File: config.mk
export PLATFORM = sky130hd
export DESIGN_NAME = regfile_sb
export DESIGN_NICKNAME = d
export VERILOG_FILES = /design/src/rtl/regfile_sb.sv
export SDC_FILE = /design/constraint.sdc
export NUM_CORES = 1
export LEC_CHECK = 0
export ABC_AREA = 1
export CELL_PAD_IN_SITES_DETAIL_PLACEMENT = 1
export CELL_PAD_IN_SITES_GLOBAL_PLACEMENT = 2
export CORE_ASPECT_RATIO = 1.1
export CORE_MARGIN = 1.5
export CORE_UTILIZATION = 37
export DETAILED_ROUTE_END_ITERATION = 10
export PLACE_DENSITY_LB_ADDON = 0.1
export SYNTH_ARGS = -nofsm -noshare
export SYNTH_HDL_FRONTEND = slang
export SYNTH_SLANG_ARGS = --single-unit
export TNS_END_PERCENT = 100
File: constraint.sdc
create_clock -name Clk -period 5.4 [get_ports Clk]
set_clock_uncertainty 0.2 [all_clocks]
set_input_delay 1.35 -clock Clk [delete_from_list [all_inputs] [get_ports Clk]]
set_output_delay 1.35 -clock Clk [all_outputs]
set_load 0.01 [all_outputs]
File: src/rtl/regfile_sb.sv
// regfile_sb
//   Register file with per-register busy bits (scoreboard) for the pipelined
//   LC-3 datapath. Decode reads operands and reserves destinations; writeback
//   writes results and releases the reservation. After reset the array is
//   zeroed one register per cycle so it can map onto RAM that has no reset.
//
// Parameters
//   WIDTH  : data width of each register
//   NREGS  : number of registers (power of two, >= 2)
//   NRD    : number of read ports (1..4)
//   BYPASS : 1 = forward same-cycle write data to matching read ports
//
// Ports
//   Clk      in   rising-edge clock
//   reset    in   synchronous, active-high reset
//   we       in   write enable (writeback)
//   waddr    in   write register index
//   wdata    in   write data
//   rsv      in   reserve request, marks rsv_addr busy
//   rsv_addr in   register to reserve
//   raddr    in   packed read indices, port p at [p*AW +: AW]
//   rdata    out  packed read data, port p at [p*WIDTH +: WIDTH]
//   rbusy    out  busy flag of the register each read port addresses
//   ready    out  1 once the array has been cleared and ports are active
module regfile_sb #(
  parameter int WIDTH  = 16,
  parameter int NREGS  = 8,
  parameter int NRD    = 2,
  parameter int BYPASS = 1
) (
  input  logic                           Clk,
  input  logic                           reset,
  input  logic                           we,
  input  logic [$clog2(NREGS)-1:0]       waddr,
  input  logic [WIDTH-1:0]               wdata,
  input  logic                           rsv,
  input  logic [$clog2(NREGS)-1:0]       rsv_addr,
  input  logic [NRD*$clog2(NREGS)-1:0]   raddr,
  output logic [NRD*WIDTH-1:0]           rdata,
  output logic [NRD-1:0]                 rbusy,
  output logic                           ready
);

  localparam int AW = $clog2(NREGS);
  localparam int CW = AW + 1;

  typedef enum logic [1:0] {
    ST_RST   = 2'd0,
    ST_CLEAR = 2'd1,
    ST_RUN   = 2'd2
  } state_t;

  state_t            state_reg;
  state_t            state_next;
  logic [CW-1:0]     cnt_reg;
  logic [NREGS-1:0]  busy_reg;
  logic [WIDTH-1:0]  mem [NREGS];

  // ---------------------------------------------------------------------------
  // FSM: state register
  // ---------------------------------------------------------------------------
  always_ff @(posedge Clk) begin
    if (reset) begin
      state_reg <= ST_RST;
    end else begin
      state_reg <= state_next;
    end
  end

  // ---------------------------------------------------------------------------
  // FSM: next-state logic
  // ---------------------------------------------------------------------------
  always_comb begin
    state_next = state_reg;
    case (state_reg)
      ST_RST:   state_next = ST_CLEAR;
      // Leave after the cycle that zeroes the last register.
      ST_CLEAR: if (cnt_reg == CW'(NREGS - 1)) state_next = ST_RUN;
      ST_RUN:   state_next = ST_RUN;
      default:  state_next = ST_RST;
    endcase
  end

  // ---------------------------------------------------------------------------
  // FSM: outputs
  // ---------------------------------------------------------------------------
  always_comb begin
    ready = 1'b0;
    if (state_reg == ST_RUN) ready = 1'b1;
  end

  // ---------------------------------------------------------------------------
  // Clear counter
  // ---------------------------------------------------------------------------
  always_ff @(posedge Clk) begin
    if (reset) begin
      cnt_reg <= '0;
    end else if (state_reg == ST_CLEAR) begin
      cnt_reg <= cnt_reg + CW'(1);
    end else if (state_reg == ST_RST) begin
      cnt_reg <= '0;
    end
  end

  // ---------------------------------------------------------------------------
  // Storage array: single write port, no reset, so it can be mapped to RAM.
  // The clear sequence and writeback share the one write port; they are
  // mutually exclusive because writes are only accepted in RUN.
  // ---------------------------------------------------------------------------
  always_ff @(posedge Clk) begin
    if (!reset && state_reg == ST_CLEAR) begin
      mem[cnt_reg[AW-1:0]] <= '0;
    end else if (!reset && ready && we) begin
      mem[waddr] <= wdata;
    end
  end

  // ---------------------------------------------------------------------------
  // Busy bits. A reservation and a write to the same register in one cycle
  // leave the register busy: the reservation names a newer producer.
  // ---------------------------------------------------------------------------
  generate
    for (genvar gi = 0; gi < NREGS; gi++) begin : g_busy
      always_ff @(posedge Clk) begin
        if (reset) begin
          busy_reg[gi] <= 1'b0;
        end else if (ready) begin
          if (rsv && rsv_addr == AW'(gi)) begin
            busy_reg[gi] <= 1'b1;
          end else if (we && waddr == AW'(gi)) begin
            busy_reg[gi] <= 1'b0;
          end
        end
      end
    end
  endgenerate

  // ---------------------------------------------------------------------------
  // Read ports: combinational, independent, forced to zero until ready.
  // With bypass, a same-cycle write to the addressed register supplies the
  // data and reports not-busy (the result is available now). Reservations
  // are not forwarded, so rbusy rises only from the cycle after rsv.
  // ---------------------------------------------------------------------------
  generate
    for (genvar gi = 0; gi < NRD; gi++) begin : g_rd
      logic [AW-1:0] ra;
      logic          hit;

      assign ra  = raddr[gi*AW +: AW];
      assign hit = (BYPASS != 0) && we && (ra == waddr);

      assign rdata[gi*WIDTH +: WIDTH] = !ready ? '0    :
                                        hit    ? wdata :
                                                 mem[ra];
      assign rbusy[gi] = ready && !hit && busy_reg[ra];
    end
  endgenerate

endmodule

== Word level (Yosys, flattened, before mapping) ==
Memories as Yosys holds them, arrays and structs flattened.
Cells that the tools add are included.

* Input bits: 32
* Memories kept: 1
* Output and inout bits: 35
* Bits in registers: 14
* Memory bits (writable): 128

{| class="wikitable"
|+ Memories
! name !! depth !! bits a word !! rd ports !! clocked after memory_dff !! write ports !! line !! RTL
|-
| mem || 8 || 16 || 2 || 0 || 1 || 57 || <nowiki>logic [WIDTH-1:0] mem [NREGS];</nowiki>
|}

* Reduce and logical (&&, ||, !) cells: 49
* Add/sub/neg operators: 1
* Equal/unequal tests: 20
* Magnitude comparators: 2
* Muxes and demuxes: 37

{| class="wikitable"
|+ Operator list
! cell !! count
|-
| 16-bit 2-to-1 mux || 5
|-
| 1-bit logical AND || 25
|-
| 1-bit 2-to-1 mux || 25
|-
| 3-bit == test, second input constant || 8
|-
| 2-bit nonzero test || 9
|-
| 2-bit AND reduction || 8
|-
| 16-bit OR reduction || 1
|-
| 3-bit by 2-bit == test with 1-bit output, second input constant || 4
|-
| 3-bit by 4-bit < comparator with 1-bit output, second input constant || 2
|-
| 4-bit 2-to-1 mux || 2
|-
| 1-bit binary-select mux with 3-bit select || 2
|-
| 3-bit by 1-bit == test with 1-bit output, second input constant || 2
|-
| 3-bit == test || 2
|-
| 3-bit logical NOT || 2
|-
| 2-bit one-hot mux with 3 select lines || 1
|-
| 4-bit by 1-bit adder with 4-bit output, second input constant || 1
|-
| 4-bit by 3-bit == test with 1-bit output, second input constant || 1
|-
| 1-bit logical NOT || 3
|-
| 3-bit 2-to-1 mux || 1
|-
| 2-bit by 1-bit == test with 1-bit output, second input constant || 1
|-
| 2-bit == test, second input constant || 1
|-
| 2-bit logical NOT || 1
|-
| 2-bit 2-to-1 mux || 1
|-
| 2-bit != test, second input constant || 1
|}

== Longest topological paths before layout ==
* Depth in word-level cells: 9
* Depth in mapped cells: 10
* Depth with buffers taken out: 8

== Least setup slack after synthesis ==
OpenSTA, ideal clock, no wires.

* Path kind: in2out
* Start: input raddr[3]
* End: output rbusy[1]
* Cell stages on the path: 10
* Required time: 3.850 ns
* Arrival time: 2.280 ns
* Setup slack: 1.570 ns
* Buffers on the path: 3
* Cells stage by stage: buf_4 -> inv_2 -> buf_4 -> buf_2 -> nand2_1 -> nand3_1 -> nand2_1 -> nand2_1 -> nand2_1 -> nor2_1

* Cells in the longest elaborated chain, start to end: 5

{| class="wikitable"
|+ Ends and longest elaborated chain
! item !! line !! RTL
|-
| from (decl) || 38 || <nowiki>input logic [NRD*$clog2(NREGS)-1:0] raddr,</nowiki>
|-
| parallel branches: the longest is 4 deep, another holds 1-bit binary-select mux with 3-bit select || - ||
|-
| 1-bit logical AND (*) || 155 || <nowiki>assign rbusy[gi] = ready && !hit && busy_reg[ra];</nowiki>
|-
| to (decl) || 40 || <nowiki>output logic [NRD-1:0] rbusy,</nowiki>
|}

Mark *: on every way between the ends. The select of a mux whose other input is x is not followed.

== Worst setup path in the final report ==
* Start: input raddr[4]
* End: output rdata[22]

* Cells in the longest elaborated chain, start to end: 4

{| class="wikitable"
|+ Ends and longest elaborated chain
! item !! line !! RTL
|-
| parallel branches: the longest is 2 deep, another holds memory read 8 x 16 bit || - ||
|-
| 16-bit 2-to-1 mux (*) || 153 || <nowiki>hit ? wdata :</nowiki>
|-
| 16-bit 2-to-1 mux (*) || 152 || <nowiki>assign rdata[gi*WIDTH +: WIDTH] = !ready ? '0 :</nowiki>
|-
| to (decl) || 39 || <nowiki>output logic [NRD*WIDTH-1:0] rdata,</nowiki>
|}

Mark *: on every way between the ends.

==> run_results.csv <==
group,metric,value,unit
floorplanning,dieHeight,158,µm
grt,grt_antenna_before_repair,0,
cells_and_area,largest_register_ffs,128,
sta,setup_violations,0,
outcome,outcome,"completed",
route,first_iter_violations,435,
min_path,hold-path-endpoint,"busy_reg[6]$_SDFFE_PP0P_",
min_path,hold_path_depth,2,
setup_path,slowest_stage,"clkdlybuf4s50_1",
logic_synthesis,syn_area,0.00811,mm²
setup_path,end_kind,"output pin",
cells_and_area,fillCellCount,2648,
logic_synthesis,yosys_warnings,0,
logic_synthesis,ys_seq_area_frac,0.509,
route,wirelength,28.6,mm
power,leakagePower,3.94,nW
setup_path,path_class,"input port to output pin",
sta,whs,0.285,ns
cts,root_buffer,"clkbuf_16",
cts,cts_hold_buf,0,
sta,setup-tns-final,0,ns
logic_synthesis,synth_edf_count,128,
grt,grt_pass1_wl,43.6,mm
floorplanning,design.core.area,0.0214,mm²
placed_design,place_inst,1386,
cts,cts_buffers,17,
sta,worst_pin_slew,0.952,ns
sta,final-hold-violation-count,0,
floorplanning,die_w,144,µm
route,drc_errors,0,
cts,htreeDepth,4,
cells_and_area,final_cells,1418,
floorplanning,rows,56,
flow_run,cap_violations,0,
power,vdd_ir_drop_max,0.213,mV
min_path,hold_path_class,"register to register",
setup_path,crit_path_cell_trace,"clkdlybuf4s50_1, buf_4, nand2_1, nand2_1, nor2_4, buf_4, nand3_1, nand2_1, nor2_2, clkdlybuf4s50_1",
setup_path,critPathLaunchType,"input port",
power,power,3.23,mW
setup_path,worstPathArrival,3.61,ns
logic_synthesis,syn_inst,1052,
power,power_density,330,mW/mm²
min_path,hold_path_startpoint,"busy_reg[6]$_SDFFE_PP0P_",
setup_path,crit_top_cell,"nand2_1",
grt,grt-ovfl-total,0,
setup_path,r2r_start,"state_reg[0]$_SDFFE_PP0P_",
cells_and_area,antennaDiodeCount,0,
floorplanning,ios,67,
floorplanning,start_util,0.378,
cts,worstSkewPairLatency,0.43,ns
logic_synthesis,yosysUniqueCellTypes,24,
sta,finalMaxSlewViolations,0,
cells_and_area,syn2layout_area_growth,20.6,%
cts,clkSlewWorstSetupHoldPaths,0.06,ns
route,vias,7469,
setup_path,r2r_cells,8,
logic_synthesis,synth_area_per_cell,7.70,µm²
cells_and_area,regArea,0.00412,mm²
setup_path,critPathMaxStageDelay,0.61,ns
cts,clock_path_buffers,2,
sta,rsz0062_at_grt,"no",
sta,fin_crit,5.16,ns
logic_synthesis,yosysTopAreaCellShare,0.474,
setup_path,worst-path-max-fanout,11,
route,firstDrtPassIters,5,
route,ant_nets,0,
cts,cts-resized-gates,0,
logic_synthesis,ys_seq_elements,142,
logic_synthesis,synth_most_common_cell,"nand2_1",
placed_design,port_buffers,66,
route,wl_per_cell,20.2,µm
cts,cts_setup_buffers,0,
grt,grt_max_degree,71,
logic_synthesis,synth_nets,1088,
sta,period_share,0.956,
cells_and_area,utilization,0.456,
logic_synthesis,yosysTopAreaCell,"edfxtp_1",
cells_and_area,multiInputGateArea,0.00351,mm²
grt,grt_pass1_vias,7592,
floorplanning,die-area,0.0228,mm²
setup_path,r2r_end,"mem[7][0]$_DFFE_PP_",
sta,relSlewSlack,0.365,
logic_synthesis,synth_common_cells,"nand2_1 (406), nand3_1 (198), edfxtp_1 (128)",
cells_and_area,finalNetCount,1151,
logic_synthesis,synthArstFlopShare,0,
grt,grt_usage,0.263,
cells_and_area,layout-drive-gt1-share,0.105,
route,viasPerCell,5.27,
logic_synthesis,ys_top_cells_by_area,"edfxtp_1 (47%), nand2_1 (19%), nand3_1 (12%)",
placed_design,dp_hpwl,17.9,mm
setup_path,worst-r2r-setup-slack,1.90,ns
cts,cts.sinks,142,
logic_synthesis,synth_flop_cell,"edfxtp_1",
setup_path,cp_data_required_time,3.85,ns
sta,clock.fmax,194,MHz
cts,cts_tree,"yes",
placed_design,place_congestion,0.785,
## metal layers
| metal | up-vias | GRT usage | share of wire |
|---|---|---|---|
| met5 | - | 0 | 0 |
| met4 | 0 | 0.0773 | 0.015 |
| met3 | 35 | 0.0387 | 0.034 |
| met2 | 161 | 0.457 | 0.51 |
| met1 | 3694 | 0.338 | 0.44 |
| li1 | 3579 | - | - |
## how the worst max path moves through the flow
stage                end  slack, ns      from
2_1_floorplan   rbusy[1]       1.57  raddr[3]
3_3_place_gp   rdata[22]       0.32  raddr[4]
3_5_place_dp   rdata[22]       0.26  raddr[4]
4_1_cts        rdata[22]       0.25  raddr[4]
5_1_grt        rdata[22]       0.14  raddr[4]
6_report       rdata[22]       0.24  raddr[4]
## metrics by stage
step	setup WS, ns	instance area (µm²)
final	0.238	9780
after global routing	0.142	9780
after CTS	0.254	9780
after detailed placement	0.260	9200
after global placement	0.318	9200
after floorplan	1.57	8110
## critical path, delay by kind of cell
kind / cells / cell delay, ns
AND/OR/NAND/NOR: 6 / 0.62
buffers and inverters: 4 / 1.63
## report_power, final
group          switching (mW)  internal [mW]  total, mW
logic                   0.480          0.279      0.759
clock network           0.501          0.686       1.19
registers              0.0248           1.25       1.28
## logic make-up after synthesis
logic type	Yosys count	share of synthesized area
buffers and inverters	102	0.0587
and+or+nand+nor	764	0.401
DFF	142	0.509
AOI/OAI and AO/OA	40	0.0253
adders and majority gates	4	0.00617
## final cells by class
type,count,area share
clock buffers,18,0.0439
clock inverters,14,0.0157
inverters,37,0.0142
multi-input cells,808,0.359
flip-flops and latches,142,0.422
well taps,290,0.0371
repair buffers,109,0.109
## cell usage in the layout, fill, tap and decap left out, drive strengths merged, types with 3 or more instances in the layout
master / synthesis / routed
nand2: 417 / 417
nand3: 198 / 198
nor2: 146 / 146
edfxtp: 128 / 128
clkdlybuf4s50: 0 / 64
buf: 47 / 45
inv: 37 / 42
o21ai: 22 / 22
clkbuf: 18 / 18
a21oi: 16 / 16
dfxtp: 14 / 14
clkinvlp: 0 / 4
ha: 4 / 4
clkinv: 0 / 3
Power figures use the tool's default switching activity.
